<file path="config.mk">
export PLATFORM = sky130hd
export DESIGN_NAME = bcd_digit_scanner
export DESIGN_NICKNAME = d
export VERILOG_FILES = /design/src/rtl/bcd_digit_scanner_pkg.sv /design/src/rtl/bcd_digit_scanner_dabble_step.sv /design/src/rtl/bcd_digit_scanner.sv
export SDC_FILE = /design/constraint.sdc
export NUM_CORES = 1
export LEC_CHECK = 0
export ABC_AREA = 1
export CAP_MARGIN = 25
export CORE_MARGIN = 4
export CORE_UTILIZATION = 50
export CTS_CLUSTER_DIAMETER = 30
export DETAILED_ROUTE_END_ITERATION = 10
export GPL_TIMING_DRIVEN = 1
export MAX_ROUTING_LAYER = met4
export PLACE_DENSITY = 0.75
export SETUP_SLACK_MARGIN = 0.5
export SLEW_MARGIN = 20
export SYNTH_ARGS = -nofsm -noshare
export SYNTH_HDL_FRONTEND = slang
export SYNTH_HIERARCHICAL = 1
export SYNTH_SLANG_ARGS = --single-unit
</file>
<file path="constraint.sdc">
create_clock -name clk -period 1.4 [get_ports clk]
set_input_delay 0.14 -clock clk [delete_from_list [all_inputs] [get_ports clk]]
set_output_delay 0.14 -clock clk [all_outputs]
set_load 0.01 [all_outputs]
</file>
<file path="src/rtl/bcd_digit_scanner_pkg.sv">
// Shared constants and types for the BCD digit scanner: place indices, FSM encoding,
// the packed three-digit display type and the per-nibble double-dabble correction.
package bcd_digit_scanner_pkg;

   localparam logic [1:0] PLACE_ONES     = 2'd0;
   localparam logic [1:0] PLACE_TENS     = 2'd1;
   localparam logic [1:0] PLACE_HUNDREDS = 2'd2;

   localparam logic [1:0] ST_IDLE    = 2'd0;
   localparam logic [1:0] ST_CONVERT = 2'd1;
   localparam logic [1:0] ST_COMMIT  = 2'd2;

   localparam int ITERATIONS = 8;

   typedef struct packed {
      logic [3:0] hundreds;
      logic [3:0] tens;
      logic [3:0] ones;
   } bcd_t;

   // A nibble of 5 or more would exceed 9 after doubling, so pre-add 3.
   function automatic logic [3:0] add3_adjust(input logic [3:0] nib);
      logic [3:0] res;
      if (nib >= 4'd5) begin
         res = nib + 4'd3;
      end else begin
         res = nib;
      end
      return res;
   endfunction

endpackage

</file>
<file path="src/rtl/bcd_digit_scanner_dabble_step.sv">
// One double-dabble iteration: correct each BCD nibble, then shift {scratch, bin} left by one.
module bcd_digit_scanner_dabble_step
   import bcd_digit_scanner_pkg::*;
(
   input  logic [11:0] scratch,
   input  logic [7:0]  bin,
   output logic [11:0] scratch_next,
   output logic [7:0]  bin_next
);

   logic [11:0] adj_s;
   logic [19:0] shifted_s;

   assign adj_s = {add3_adjust(scratch[11:8]), add3_adjust(scratch[7:4]), add3_adjust(scratch[3:0])};
   assign shifted_s = {adj_s, bin} << 1;
   assign scratch_next = shifted_s[19:8];
   assign bin_next     = shifted_s[7:0];

endmodule

</file>
<file path="src/rtl/bcd_digit_scanner.sv">
// Accepts an 8-bit value, converts it to three BCD digits over eight cycles and
// time-multiplexes the committed digits onto a single 4-bit digit bus.
module bcd_digit_scanner
   import bcd_digit_scanner_pkg::*;
#(
   parameter int SCAN_DIV      = 1024,
   parameter bit BLANK_LEADING = 1'b1
)
(
   input  logic        clk,
   input  logic        rst_n,
   input  logic [7:0]  value,
   input  logic        value_valid,
   output logic        value_ready,
   output logic        busy,
   output logic [11:0] bcd,
   output logic [3:0]  digit,
   output logic [1:0]  digit_place,
   output logic        digit_blank
);

   localparam int PS_W = (SCAN_DIV > 1) ? $clog2(SCAN_DIV) : 1;
   localparam logic [PS_W-1:0] PS_MAX = PS_W'(SCAN_DIV - 1);
   localparam logic [2:0] ITER_LAST = 3'(ITERATIONS - 1);

   logic [1:0]      state_r;
   logic [2:0]      iter_r;
   logic [11:0]     scratch_r;
   logic [7:0]      bin_r;
   bcd_t            bcd_r;
   logic [1:0]      place_r;
   logic [PS_W-1:0] prescale_r;
   logic [11:0]     scratch_nx_s;
   logic [7:0]      bin_nx_s;

   bcd_digit_scanner_dabble_step u_dabble_step (
      .scratch      (scratch_r),
      .bin          (bin_r),
      .scratch_next (scratch_nx_s),
      .bin_next     (bin_nx_s)
   );

   // Conversion FSM; bcd_r only moves in COMMIT so a half-converted value is never shown.
   always_ff @(posedge clk or negedge rst_n) begin
      if (!rst_n) begin
         state_r   <= ST_IDLE;
         iter_r    <= 3'd0;
         scratch_r <= 12'h000;
         bin_r     <= 8'h00;
         bcd_r     <= 12'h000;
      end else begin
         case (state_r)
            ST_IDLE: begin
               if (value_valid) begin
                  state_r   <= ST_CONVERT;
                  scratch_r <= 12'h000;
                  bin_r     <= value;
                  iter_r    <= 3'd0;
               end
            end
            ST_CONVERT: begin
               scratch_r <= scratch_nx_s;
               bin_r     <= bin_nx_s;
               iter_r    <= iter_r + 3'd1;
               if (iter_r == ITER_LAST) begin
                  state_r <= ST_COMMIT;
               end
            end
            ST_COMMIT: begin
               bcd_r   <= scratch_r;
               state_r <= ST_IDLE;
            end
            default: begin
               state_r <= ST_IDLE;
            end
         endcase
      end
   end

   // Free-running scan prescaler and place rotation, independent of the conversion.
   always_ff @(posedge clk or negedge rst_n) begin
      if (!rst_n) begin
         prescale_r <= '0;
         place_r    <= PLACE_ONES;
      end else if (prescale_r == PS_MAX) begin
         prescale_r <= '0;
         if (place_r == PLACE_HUNDREDS) begin
            place_r <= PLACE_ONES;
         end else begin
            place_r <= place_r + 2'd1;
         end
      end else begin
         prescale_r <= prescale_r + 1'b1;
      end
   end

   // Digit mux and leading-zero blanking for the current place.
   always_comb begin
      digit       = 4'h0;
      digit_blank = 1'b0;
      case (place_r)
         PLACE_ONES:     digit = bcd_r.ones;
         PLACE_TENS:     digit = bcd_r.tens;
         PLACE_HUNDREDS: digit = bcd_r.hundreds;
         default:        digit = 4'h0;
      endcase
      if (BLANK_LEADING) begin
         case (place_r)
            PLACE_TENS:     digit_blank = (bcd_r.hundreds == 4'h0) && (bcd_r.tens == 4'h0);
            PLACE_HUNDREDS: digit_blank = (bcd_r.hundreds == 4'h0);
            default:        digit_blank = 1'b0;
         endcase
      end else begin
         digit_blank = 1'b0;
      end
   end

   assign value_ready = (state_r == ST_IDLE);
   assign busy        = (state_r != ST_IDLE);
   assign bcd         = bcd_r;
   assign digit_place = place_r;

endmodule

</file>
; Word-level counts from Yosys, hierarchy flattened
; Index checks and enable logic that the tools add are counted.
[totals]
ff_bits = 49
latchBits = 0
ramBits = 0
romBits = 0
input_bits = 11
output_inout_bits = 21
word_cells = 51
n_memories = 0
[op_classes]
addsub = 6
mul = 0
div = 0
n_lt_le_gt_ge = 3
n_eq_ne = 8
shift = 0
n_mux = 16
bitwise = 0
reduce_logical = 9
[op_table]
columns = operator, n
row1 = one-hot mux 12 bit (2 select lines), 1
row2 = one-hot mux 8 bit (2 select lines), 1
row3 = greater-or-equal comparator 4 x 3 -> 1 bit (second input constant), 3
row4 = two-way mux 12 bit, 1
row5 = one-hot mux 4 bit (3 select lines), 1
row6 = adder 10 x 1 -> 10 bit (second input constant), 1
row7 = == test 10 bit (second input constant), 1
row8 = two-way mux 10 bit, 1
row9 = adder 4 x 2 -> 4 bit (second input constant), 2
row10 = zero test 4 bit, 2
row11 = two-way mux 4 bit, 2
row12 = two-way mux 8 bit, 1
row13 = two-way mux 2 bit, 3
row14 = two-way mux 3 bit, 2
row15 = one-hot mux 3 bit (2 select lines), 1
row16 = == test 2 x 1 -> 1 bit (second input constant), 2
row17 = == test 2 bit (second input constant), 2
row18 = zero test 2 bit, 2
row19 = != test 2 bit (second input constant), 2
row20 = one-hot mux 2 bit (2 select lines), 1
row21 = AND reduction 2 bit, 2
row22 = nonzero test 2 bit, 2
row23 = adder 3 x 1 -> 3 bit (second input constant), 1
row24 = adder 3 x 2 -> 3 bit (second input constant), 1
row25 = 4 further kinds, 4

; Longest topological paths before layout
; Gate-level depths: netlist of run 1.
[logic_depth]
ltp_word = 3
ltp_mapped = 9
depth_no_buf = 9

; Cells and area by module
; The synthesis of run 1 kept the hierarchy.
[by_module_without_submodules]
columns = module, n_inst, cells_each, area_each_um2, seq_area_each_um2
row1 = bcd_digit_scanner, 1, 262, 2234.6, 1226.2
row2 = bcd_digit_scanner_dabble_step, 1, 73, 430.4, 0.0

; Worst setup path after synthesis of run 1
; No wires, ideal clock.
[synth_path]
path_kind = flip-flop to output port
start = register place_r[1], in the netlist digit_place[1]
end = output port digit_blank
t_arrival_ns = 1.119
required_time_ns = 1.260
slack_ns = 0.141
path_stages_with_launch = 7
path_buffers = 0
path_cell_list = dfrtp_1 > inv_1 > ha_1 > inv_1 > nor2_1 > a21oi_1 > nor2_1
[synth_via]
elab_chain_cells = 2
word_cells_on_any_way = 3
classes_between = eq/ne: 2 / mux: 1
[synth_lines]
columns = element, line
row1 = from (decl), bcd_digit_scanner.sv:31  ; logic [1:0] place_r;
row2 = from (signal assigned), bcd_digit_scanner.sv:90  ; place_r <= place_r + 2'd1;
row3 = == test 2 bit or == test 2 x 1 -> 1 bit (tied branches), bcd_digit_scanner.sv:108  ; case (place_r)
row4 = one-hot mux 1 bit (2 select lines) (*), bcd_digit_scanner.sv:108
row5 = to (decl), bcd_digit_scanner.sv:19  ; output logic digit_blank
; Every way passes the cells marked *; elsewhere a longest branch is shown, timed or not.

; Worst setup path after layout of run 1
; Ends and elaborated chain as after synthesis.

==> results by group, run 1 <==
Synthesis
  • Count of flip-flops with a built-in enable after synthesis: 0
  • Share of async-settable or async-resettable flops after synthesis: between 90% and 100%
  • Post-Syn Area: approximately 2700 um^2
  • Synth unique cells: 24
  • Share of synthesized area occupied by flip-flops and latches: 46.0%
  • Flop and latch count out of synthesis: 49
  • Yosys warns: 6
  • Synthesized instance count: 335
  • Dominant synthesized flop cell: sky130_fd_sc_hd__dfrtp_1
  • Per-instance average area after synthesis: slightly below 8 um^2
  • Syn_nets: approximately 360

Pwr
  • Largest voltage drop on the vdd net: ~1.6 mV
  • LEAKAGE: around 2.1 nW
  • Internal power contribution: around 4.5 mW
  • Sequential group share of total power: 29.5%
  • Pwr Density: approximately 1900 nW/um^2
  • Combinational power share: 60.4%
  • Part of the total power dissipated in the clock network: roughly a tenth
  • Net switching component of the power: between 3 and 4 mW
  • Total power after layout: slightly above 8 mW
  • Switching fraction of total power: 44.4%

Critical path
  • Top fanout value on the critical path: 5
  • Startpoint of the most critical register-to-register path: scratch_r[5]
  • Setup crit start: digit_place[1]
  • Capturing element type of the critical path: output port
  • CP Data Required Time: 1.26 ns
  • Count of cells along the worst register-to-register path: 9
  • Worst path arrival time: approximately 1.4 ns
  • Worst Setup EP: digit_blank
  • Critical Setup Path Class: reg2out
  • Reg2reg end: scratch_r[5]
  • Crit start category: register
  • R2R setup slack: ~0.01 ns

Detailed routing
  • Via count: 2725
  • Count of routing violations after the opening detailed-route iteration: slightly below 200
  • Post-detailed-route DRC marker count: 0
  • DR pass1 iterations: 5
  • Sum of routed wire length over all layers: 8870 um
  • Routed length per instance: 17.8 um
  • Number of nets still failing antenna checks after routing: 0
  • Via count normalized by instance count: around 5.5

Timing
  • Min Clock Period, post-route: between 1.5 and 2 ns
  • Total setup violations reported at the end of the flow: 5
  • Worst-case setup margin in the final layout: -0.172 ns
  • Tcrit/Tclk final: 112%
  • Highest clock rate: roughly 640 MHz
  • Setup repair after global routing missed its margin: yes
  • Largest clock skew in the final design: 0.0132 ns
  • Final count of pins violating max slew: 0
  • Final Hold Fails: 0
  • Post-route setup TNS: -0.741 ns

Cells and area
  • Fraction of layout instances using a drive strength above 1: between 50% and 60%
  • Final antenna diode count: 0
  • Most common library cell in the layout ignoring fill and taps: sky130_fd_sc_hd__nand2_1
  • Layout Area Growth over Synthesis: 63.9%
  • Fin util: between 80% and 90%
  • Area of all sequential standard cells: approximately 1200 um^2
  • Leading cell types in the layout, fill and taps excluded: 48 x sky130_fd_sc_hd__nand2_1, 42 x sky130_fd_sc_hd__dfrtp_1, 36 x sky130_fd_sc_hd__buf_6
  • Count of filler cells inserted in the layout: approximately 270
  • Area taken by multi-input logic gates: roughly 1800 um^2
  • Nets: about 450

Placed design
  • Placed wire-length estimate: between 4000 and 5000 um
  • Final weighted congestion of routability-driven global placement: between 0.8 and 0.9
  • Number of port buffers: 31

Floorplan
  • Area of the core: 5140 um^2
  • Vertical die dimension: about 81 um
  • Starting density of the core: between 50% and 60%
  • Die ar.: 6560 um^2
  • Number of ports placed on the die boundary: 32
  • Die extent in x: about 80 um
  • Placement row count: 26

Clock network
  • Largest buffer count on any clock path: 2
  • CTS H-tree lvls: 2
  • Number of buffers added by the clock tree synthesis step: 5
  • Clock sink count: ~50
  • Clock tree from TritonCTS: built
  • Root Buffer: sky130_fd_sc_hd__clkbuf_8
  • Clock-pin slew on the worst setup and hold paths: 0.09 ns
  • Clock latency reported for the late side of the worst-skew pair: approximately 0.30 ns

GRT
  • Total gr overflow: 0
  • Largest net degree at the start of global routing: 39
  • Number of antenna violations at the first check in global routing: 0
  • First-pass GRT wire length: approximately 12000 um
  • Global Route Usage Sum: a little under a quarter
  • Via count of the first global-routing pass: 2479

Run status
  • Failing checks: negative setup slack
  • Result of the run: complete, but fails checks

Run
  • Reported max-cap violation count: 0

Worst hold path
  • Worst min path class: in2async
[state kept, by name (all words and copies together) (netlist names)]
register,cells
bcd,12
bin_r,8
digit_place,2
iter_r,3
prescale_r,10
scratch_r,12
state_r,2
[cell usage after synthesis, types with 2 or more instances]
cell type | n | area share, %
sky130_fd_sc_hd__inv_2 | 5 | 0.70
sky130_fd_sc_hd__o21ai_2 | 2 | 0.66
sky130_fd_sc_hd__a21oi_1 | 6 | 1.1
sky130_fd_sc_hd__a22o_1 | 2 | 0.66
sky130_fd_sc_hd__nor2_1 | 32 | 4.5
sky130_fd_sc_hd__ha_1 | 15 | 7.0
sky130_fd_sc_hd__buf_4 | 12 | 3.4
sky130_fd_sc_hd__o21ai_0 | 25 | 4.7
sky130_fd_sc_hd__nor2_4 | 4 | 1.7
sky130_fd_sc_hd__o21ai_1 | 22 | 4.1
sky130_fd_sc_hd__a21oi_2 | 2 | 0.66
sky130_fd_sc_hd__buf_2 | 4 | 0.75
sky130_fd_sc_hd__xnor2_1 | 3 | 0.99
sky130_fd_sc_hd__inv_1 | 41 | 5.8
sky130_fd_sc_hd__nand2_2 | 4 | 0.94
sky130_fd_sc_hd__nand2_1 | 90 | 13
sky130_fd_sc_hd__dfrtp_1 | 49 | 46
sky130_fd_sc_hd__nand3_1 | 11 | 2.1
[through the flow]
stage | instances | worst slack [ns] | area [um^2] | hold slack [ns]
3_3_place_gp | 436 | -0.209 | 3200 | 0.0347
4_1_cts | 478 | -0.130 | 3810 | 0.253
5_1_grt | 498 | -0.223 | 4370 | 0.266
3_5_place_dp | 436 | -0.248 | 3200 | 0.0485
6_report | 498 | -0.172 | 4370 | 0.242
2_1_floorplan | 335 | 0.256 | 2810 | -0.156
[worst min-delay path by stage]
stage | slack [ns] | start | end
2_1_floorplan | -0.16 | rst_n | bcd[0]
4_1_cts | 0.25 | rst_n | bcd[5]
3_3_place_gp | 0.03 | rst_n | bcd[5]
6_report | 0.24 | rst_n | bcd[5]
3_5_place_dp | 0.05 | rst_n | bcd[5]
5_1_grt | 0.27 | rst_n | bcd[7]
[repair_timing]
action | in CTS | in global routing
hold buffers | 1 | 0
setup endpoints to repair | 69 | 70
gates resized for setup | 178 | 101
pin swaps | 31 | 37
endpoints found under the hold margin | 11 | 0
buffers inserted | 28 | 17
cloned | 5 | 3
[layout make-up]
| class | count | area share (%) |
|---|---|---|
| Inverter | 46 | 5.13 |
| Clock buffer | 7 | 1.75 |
| Sequential cell | 49 | 28.3 |
| Tap cell | 70 | 2.01 |
| Timing Repair Buffer | 93 | 20.3 |
| Clock inverter | 1 | 0.115 |
| Multi-Input combinational cell | 228 | 41.5 |
| Timing Repair inverter | 4 | 0.974 |
[routing by layer]
metal	global-route usage [%]	routed length, um	up-vias
met4	6.59	367	0
met1	29.1	3380	1309
met5	-	0	-
li1	-	-	1224
met2	41.5	4560	150
met3	3.44	557	42
[power by group through the flow]
stage	combinational, mW	sequential [mW]	clock, mW
3_5_place_dp	2.88	2.32	0
3_3_place_gp	2.80	2.31	0
4_1_cts	3.76	2.28	0.823
5_1_grt	5.22	2.44	0.900
6_report	4.91	2.39	0.823
2_1_floorplan	2.11	2.30	0
[cell families (layout without fill, tap and decap cells)]
group | Yosys count | count (layout) | synth area share (%)
adder cells (fa/ha/maj) | 15 | 15 | 7.04
other | 1 | 1 | 0.141
buffers and inverters | 62 | 151 | 10.6
AND/OR/NAND/NOR | 145 | 149 | 23.0
XOR/XNOR | 4 | 4 | 1.31
flip-flops | 49 | 49 | 46.0
AO/OA/AOI/OAI | 59 | 59 | 11.9
[worst max-delay path, cell delays in order, from the launching register on]
cell and delay [ns]:
sky130_fd_sc_hd__dfrtp_2 0.44, sky130_fd_sc_hd__inv_4 0.09, sky130_fd_sc_hd__ha_4 0.15, sky130_fd_sc_hd__inv_2 0.03, sky130_fd_sc_hd__nor2_1 0.10, sky130_fd_sc_hd__a21oi_1 0.10
sky130_fd_sc_hd__nor2_2 0.08, sky130_fd_sc_hd__buf_2 0.13
Power figures use the tool's default switching activity.
==> run 2: changes to the inputs <==
- GPL_ROUTABILITY_DRIVEN: default -> 1
==> results of run 2 <==
Final layout, timing and power as in run 1 (identical DEF).
